## config.mk

```make
export PLATFORM = sky130hd
export DESIGN_NAME = imem_loader_flat
export DESIGN_NICKNAME = d
export VERILOG_FILES = /design/src/rtl/imem_loader_if.sv /design/src/rtl/imem_loader.sv /design/src/flat_wrapper.sv
export SDC_FILE = /design/constraint.sdc
export NUM_CORES = 2
export LEC_CHECK = 0
export ABC_AREA = 1
export ABC_CLOCK_PERIOD_IN_PS = 4300
export BUFFER_PORTS_ARGS = -buffer_cell sky130_fd_sc_hd__clkbuf_2
export CORE_UTILIZATION = 40
export CTS_CLUSTER_SIZE = 8
export DETAILED_ROUTE_END_ITERATION = 7
export GPL_ROUTABILITY_DRIVEN = 0
export SETUP_SLACK_MARGIN = 0.15
export SLEW_MARGIN = 20
export SYNTH_ARGS = -nofsm -noshare
export SYNTH_HDL_FRONTEND = slang
export SYNTH_SLANG_ARGS = --single-unit
```

## constraint.sdc

```tcl
create_clock -name clk -period 4.3 [get_ports clk]
set_input_delay 0.215 -clock clk [delete_from_list [all_inputs] [get_ports clk]]
set_output_delay 0.215 -clock clk [all_outputs]
set_load 0.03 [all_outputs]
```

## src/rtl/imem_loader_if.sv

```systemverilog
// Instruction-memory loader bus: fetch port, load control and byte stream.
interface imem_loader_if #(
  parameter int AW = 6
);
  logic [31:0] pc;
  logic [31:0] instr;
  logic        load_start;
  logic [AW:0] load_len;
  logic        in_valid;
  logic [7:0]  in_data;
  logic        in_ready;
  logic        cpu_rst;
  logic        load_done;

  modport master (
    output pc, load_start, load_len, in_valid, in_data,
    input  instr, in_ready, cpu_rst, load_done
  );

  modport slave (
    input  pc, load_start, load_len, in_valid, in_data,
    output instr, in_ready, cpu_rst, load_done
  );
endinterface

```

## src/rtl/imem_loader.sv

```systemverilog
// Boot loader for a 2**AW-word instruction memory: assembles a big-endian byte
// stream into words, then serves zero-latency fetches while holding the core in reset until done.
module imem_loader #(
  parameter int AW = 6
) (
  input logic           clk,
  input logic           rst,
  imem_loader_if.slave  bus
);
  localparam int DEPTH = 2 ** AW;
  localparam logic [AW:0] DEPTH_L = {1'b1, {AW{1'b0}}};

  typedef enum logic [1:0] {IDLE, LOAD, RUN} state_t;

  state_t        state, state_n;
  logic [AW:0]   len;
  logic [AW:0]   wcnt;
  logic [AW-1:0] waddr;
  logic [1:0]    bcnt;
  logic [23:0]   shreg;
  logic          done_q, done_n;
  logic [31:0]   mem [DEPTH];

  logic [AW:0]   len_clamp;
  logic          start_ok;
  logic          accept;
  logic          word_we;
  logic          last_word;
  logic          pc_hi_unused;

  // Only the low AW bits of pc address the memory; upper bits alias.
  assign pc_hi_unused = ^bus.pc[31:AW];

  assign len_clamp = (bus.load_len > DEPTH_L) ? DEPTH_L : bus.load_len;
  assign start_ok  = bus.load_start && (state == IDLE || state == RUN);
  assign accept    = (state == LOAD) && bus.in_valid;
  assign word_we   = accept && (bcnt == 2'd3);
  assign last_word = word_we && ((wcnt + 1'b1) == len);

  always_comb begin
    state_n = state;
    done_n  = 1'b0;
    unique case (state)
      IDLE, RUN: begin
        if (bus.load_start) begin
          // A zero-length load has nothing to stream; go straight to RUN.
          if (len_clamp == '0) begin
            state_n = RUN;
            done_n  = 1'b1;
          end else begin
            state_n = LOAD;
          end
        end
      end
      LOAD: begin
        if (last_word) begin
          state_n = RUN;
          done_n  = 1'b1;
        end
      end
      default: state_n = IDLE;
    endcase
  end

  always_ff @(posedge clk or posedge rst) begin
    if (rst) begin
      state  <= IDLE;
      len    <= '0;
      wcnt   <= '0;
      waddr  <= '0;
      bcnt   <= '0;
      shreg  <= '0;
      done_q <= 1'b0;
    end else begin
      state  <= state_n;
      done_q <= done_n;
      if (start_ok) begin
        len   <= len_clamp;
        wcnt  <= '0;
        waddr <= '0;
        bcnt  <= '0;
      end else if (accept) begin
        bcnt  <= bcnt + 2'd1;
        shreg <= {shreg[15:0], bus.in_data};
        if (bcnt == 2'd3) begin
          waddr <= waddr + 1'b1;
          wcnt  <= wcnt + 1'b1;
        end
      end
    end
  end

  // Memory is deliberately not reset so a reload only touches the words it writes.
  always_ff @(posedge clk) begin
    if (word_we)
      mem[waddr] <= {shreg, bus.in_data};
  end

  assign bus.in_ready  = (state == LOAD);
  assign bus.cpu_rst   = (state != RUN);
  assign bus.load_done = done_q;
  assign bus.instr     = (state == RUN) ? mem[bus.pc[AW-1:0]] : 32'h0000_0000;
endmodule

```

## src/flat_wrapper.sv

```systemverilog
// flat-port wrapper written by rule: the top's interface ports become plain ports
module imem_loader_flat 
#(
  parameter int AW = 6
)
  (clk, rst, bus_pc, bus_load_start, bus_load_len, bus_in_valid, bus_in_data, bus_instr, bus_in_ready, bus_cpu_rst, bus_load_done);
  imem_loader_if #(.AW(AW)) bus_i ();
  input logic clk;
  input logic rst;
  input wire logic [$bits(bus_i.pc)-1:0] bus_pc;
  input wire logic [$bits(bus_i.load_start)-1:0] bus_load_start;
  input wire logic [$bits(bus_i.load_len)-1:0] bus_load_len;
  input wire logic [$bits(bus_i.in_valid)-1:0] bus_in_valid;
  input wire logic [$bits(bus_i.in_data)-1:0] bus_in_data;
  output wire logic [$bits(bus_i.instr)-1:0] bus_instr;
  output wire logic [$bits(bus_i.in_ready)-1:0] bus_in_ready;
  output wire logic [$bits(bus_i.cpu_rst)-1:0] bus_cpu_rst;
  output wire logic [$bits(bus_i.load_done)-1:0] bus_load_done;
  assign bus_i.pc = bus_pc;
  assign bus_i.load_start = bus_load_start;
  assign bus_i.load_len = bus_load_len;
  assign bus_i.in_valid = bus_in_valid;
  assign bus_i.in_data = bus_in_data;
  assign bus_instr = bus_i.instr;
  assign bus_in_ready = bus_i.in_ready;
  assign bus_cpu_rst = bus_i.cpu_rst;
  assign bus_load_done = bus_i.load_done;
  imem_loader #(.AW(AW)) u_core (.clk(clk), .rst(rst), .bus(bus_i));
endmodule
```

-- Word-level counts from Yosys, hierarchy flattened
Memory sizes are Yosys's and may differ from the RTL's.
Index checks and enable logic that the tools add are counted.
Widths: inputs -> output; s select.
- bits in registers: 49
- logic and storage cells: 53
- memories: 1
- bits of input ports: 51
- output and inout bits: 35
- RAM bits: 2048
- order comparisons: 1
- reduce and logical (&&, ||, !) cells: 13
- equality and inequality tests: 7
- muxes and demuxes: 20
- bitwise operators: 1
- $add $sub $neg: 3
- memories (name ; words ; width ; rd ports ; clocked after Yosys merged registers in ; wr ports ; RTL line ; text):
    u_core.mem ; 64 ; 32 ; 1 ; 0 ; 1 ; imem_loader.sv:22 ; logic [31:0] mem [DEPTH];
- operator list (operator ; number):
    $mux 32 ; 1
    $mux 7 ; 4
    $mux 6 ; 3
    $mux 2 ; 5
    $add 7x1->7 const B ; 1
    $eq 7x7->1 ; 1
    $gt 7x7->1 const B ; 1
    $logic_not 7->1 ; 1
    $add 6x1->6 const B ; 1
    $reduce_and 2->1 ; 3
    $mux 1 ; 5
    $eq 2x2->1 const B ; 2
    $logic_and 1x1->1 ; 4
    $ne 2x2->1 const B ; 2
    $pmux 2 s2 ; 1
    $reduce_bool 2->1 ; 2
    $add 2x1->2 const B ; 1
    $eq 2x1->1 const B ; 1
    $logic_not 2->1 ; 1
    $ne 2x1->1 const B ; 1
    $pmux 1 s2 ; 1
    $reduce_or 2->1 ; 1
    $logic_or 1x1->1 ; 1
    $not 1->1 ; 1

-- Logic depth before layout (Yosys ltp)
- depth after elaboration: 6
- depth in mapped cells: 14
- gate-level depth less buffers: 11

-- Worst setup path before layout
No wires, ideal clock.
- kind: reg-to-reg
- start: reg u_core.state[1]
- end: mem u_core.mem[47][0], enable pin
- slack: 280 ps
- library setup time: 461 ps
- buffers on the path: 0
- period minus slack after synthesis: 4020 ps
- arrival: 3559 ps
- stages on the path, launching flop included: 6
- required time: 3839 ps
- cells stage by stage: dfrtp_1 -> nor2_2 -> nand3_2 -> nor3_2 -> nand2_1 -> nor3_1
- word-level cells in the longest chain between the ends: 5
- RTL lines (what ; RTL line ; text):
    start: declaration ; imem_loader.sv:15 ; state_t state, state_n;
    start signal: assignment ; imem_loader.sv:75 ; state <= state_n;
    $eq 2x1->1 ; n/a ;
    named net bus_in_ready ; flat_wrapper.sv:16 ; output wire logic [$bits(bus_i.in_ready)-1:0] bus_in_ready;
    $logic_and 1x1->1 ; imem_loader.sv:36 ; assign accept = (state == LOAD) && bus.in_valid;
    $logic_and 1x1->1 ; imem_loader.sv:37 ; assign word_we = accept && (bcnt == 2'd3);
    $mux 1 ; imem_loader.sv:95 ; if (word_we)
    $mux 1 (not written as such) ; imem_loader.sv:96 ; mem[waddr] <= {shreg, bus.in_data};
    end: declaration ; imem_loader.sv:22 ;
The timed path passes the listed nets, and every way through them passes these cells.

-- Worst setup path in the final report
- start: reg u_core.state[0]
- end: out bus_instr[7]
- word-level cells in the longest chain between the ends: 2
- RTL lines (what ; RTL line ; text):
    $eq 2x2->1 ; imem_loader.sv:102 ; assign bus.instr = (state == RUN) ? mem[bus.pc[AW-1:0]] : 32'h0000_0000;
    $mux 32 ; imem_loader.sv:102 ;
    end: declaration ; flat_wrapper.sv:15 ; output wire logic [$bits(bus_i.instr)-1:0] bus_instr;
No other way between the ends.

==> results by group <==
Status
  – Result of the run: finished, final reports clean

Layout
  – Area taken by multi-input logic gates: 19700 sq um
  – Storage element area: 62800 sq um
  – Design area: 97400 sq um
  – # fillers: 18500
  – Layout Cells excl Fill: 10100
  – Proportion of layout cells with a drive suffix above 1: 0.0970
  – Highest-count cells in the layout ignoring fill and taps: 2283 x nand2_1, 2048 x edfxtp_1, 1784 x nand3_1
  – Most common library cell in the layout ignoring fill and taps: nand2_1
  – Final #Nets: 7219
  – Area overhead of the layout relative to synthesis: 15.3%

Placement
  – Placed cell areas: 88800 sq um
  – DP Worst Slack: 0.913 ns
  – # port buffers: 59
  – Number of cells after detailed placement: 9631
  – Placed wire-length estimate after detailed placement: 124 mm

Detailed routing
  – Detailed router's first-iteration violation count: 6384
  – Overall routed net length: 241 mm
  – Routed len/inst: 23.9 microns
  – Number of nets with antenna violations after detailed routing: 0
  – Vias per std cell: 5.56
  – Drc violations: 0
  – First-pass detailed-route iteration total: 8
  – Via Count: 55900

Clock network
  – H-tree levels: 5
  – Total clock buffers created by CTS: 312
  – TritonCTS clock tree: yes
  – Clock transition at the registers of the reported paths: 0.05 ns
  – Clock latency on the worst-skew pair: 0.92 ns
  – Post-cts repair resize count: 0
  – Buffers from clock root to sink, at most: 4
  – Clock root buffer: clkbuf_16
  – Sinks on Clock Net: 2097

Die
  – Die X-Extent: 461 microns
  – Count of standard-cell rows: 168
  – Die Ht: 461 microns
  – I/O pin count: 86
  – Initial standard-cell utilization of the core: 0.403
  – CORE AREA: 210000 sq um
  – Die area: 213000 sq um

STA
  – Final hold vios: 0
  – Smallest setup slack after layout: 0.255 ns
  – Final critical path time including I/O delays and setup: 4.04 ns
  – Worst Max-Slew Pin Slew: 1.11 ns
  – Max Clk Rate: 247 MHz
  – Setup total negative slack: 0 ns
  – Period Utilization, post-route: 0.941
  – Setup repair after global routing missed its margin: false
  – Max transition margin: 0.256
  – Final number of setup-violating endpoints: 0
  – Worst-case clock skew: 0.0497 ns
  – Max-slew violation count: 0

Global routing
  – Pin count of the biggest net entering global routing: 196
  – Total gr overflow: 0
  – Via count of the first global-routing pass: 53300
  – Global routing usage summed across all routing layers: 0.224
  – Wire length of the first global-routing pass: 352 mm
  – Number of antenna violations at the first check in global routing: 7

Setup path
  – Kind of end point of the critical path: output pin
  – Category of the worst setup path launch point: register
  – Critical path's slowest cell: clkinv_1
  – List of cells traversed by the critical path: inv_2, nand2_1, clkinv_1, nand2_1, nor2_1, clkbuf_2
  – Data required time at the worst endpoint: 4.09 ns
  – Class of the most critical setup path: register to output pin
  – Logic depth of the worst register-to-register path: 6
  – Cell repeated most along the worst path: nand2_1
  – Crit Path Max Fanout: 18
  – Data arrival at the endpoint of the critical path: 3.83 ns
  – Maximum cell stage delay along the critical path: 0.99 ns

Yosys
  – Library cells used by synthesis: 33
  – Yosys warning count: 0
  – Register area share after synthesis: 0.743
  – Net count after synthesis: 7065
  – Post-synthesis register bit count: 2097
  – Netlist area before placement: 84400 sq um
  – Synthesized area divided by synthesized cell count: 12.0 sq um
  – Synth Instances: 7011

Power and ir drop
  – Maximum VDD drop: 0.000502 V
  – Leakage power figure: 34.3 nW
  – Total power density per cell area: 520 nW/um^2
  – Final Power: 50.6 mW

Job
  – Number of violations of the max-capacitance limit: 0

Hold path
  – Worst min-delay path category: input pin to async pin
==> layer usage <==
metal  GRT usage  vias up  part of all wire
met2       0.359     2516              0.47
met3      0.0372      503             0.082
li1            -    25100                 -
met5           0        -          0.000054
met1       0.307    27800              0.41
met4      0.0808        2             0.032
==> cells in the mapped netlist (all sizes together) <==
cell type / count / area share
nor3: 7 / 0.00047
inv: 35 / 0.0016
o21ai: 58 / 0.0034
dfrtp: 49 / 0.015
xnor2: 2 / 0.00021
clkinv: 3 / 0.00015
nor2: 194 / 0.0087
clkbuf: 90 / 0.0040
edfxtp: 2048 / 0.73
o22ai: 23 / 0.0017
a21oi: 41 / 0.0024
nand3: 1785 / 0.11
o21bai: 1 / 0.000089
xor2: 8 / 0.00083
nand4: 2 / 0.00015
a22o: 2 / 0.00021
buf: 364 / 0.024
a31oi: 3 / 0.00022
nor4: 1 / 0.000074
mux2: 8 / 0.0011
nand2: 2284 / 0.10
ha: 3 / 0.00044
==> final cells by class <==
type	instances	share of cell area
well taps	2805	0.0361
diodes	3	0.0000771
flip-flops and latches	2097	0.645
multi-input cells	4422	0.202
repair buffers	294	0.0295
clock buffers	390	0.0845
inverters	38	0.00204
clock inverters	8	0.000797
==> repair_timing <==
| action | in CTS | in global routing |
|---|---|---|
| endpoints found under the hold margin | 384 | 0 |
| setup buffers | 0 | 0 |
| hold buffers | 25 | 0 |
==> where the power goes <==
part	leakage [nW]	internal, mW	total (mW)	switching [mW]
combinational	11.2	0.859	3.67	2.82
clock	4.04	13.1	21.3	8.16
sequential	19.0	24.5	25.6	1.14
total	34.3	38.5	50.6	12.1
==> worst paths after layout <==
| path | start | endpoint | slack [ns] |
|---|---|---|---|
| worst max-delay path | u_core.state[0] | bus_instr[7] | 0.26 |
| worst min-delay path | rst | u_core.wcnt[4] | 0.1 |
| worst max register to register | u_core.state[1] | u_core.mem[8][7] | 0.87 |
| worst min register to register | u_core.bcnt[0] | u_core.bcnt[0] | 0.51 |
| max in group asynchronous | rst | u_core.shreg[22] | 3.54 |
| min in group clk | bus_load_start | u_core.state[1] | 0.16 |
==> worst max-delay path, delay by kind of cell (launching register included) <==
| family | cells | cell delay, ns |
|---|---|---|
| buffers and inverters | 3 | 1.27 |
| flip-flops | 1 | 0.37 |
| AND/OR/NAND/NOR | 3 | 1.26 |
==> sequential cells by signal (all words and copies together), names as in the netlist <==
register	flops
u_core.bcnt	2
u_core.bus.load_done	1
u_core.len	7
u_core.mem	2048
u_core.shreg	24
u_core.state	2
u_core.waddr	6
u_core.wcnt	7
==> metrics by stage <==
step	utilization	hold slack, ns
6_report	0.465	0.0983
5_1_grt	0.465	0.154
4_1_cts	0.464	0.110
3_5_place_dp	0.424	0.452
3_3_place_gp	0.423	0.454
2_1_floorplan	-	0.314
==> cell families (layout without fill, tap and decap cells) <==
family	Yosys count	in the layout	share of synthesized area
other	0	3	0
XOR/XNOR	10	10	0.00104
adder cells (fa/ha/maj)	3	3	0.000445
buffers and inverters	492	730	0.0294
flip-flops	2097	2097	0.743
multiplexers	8	8	0.00107
AO/OA/AOI/OAI	128	128	0.00809
AND/OR/NAND/NOR	4273	4273	0.217
Note: power is estimated with default switching activity, not from simulation.
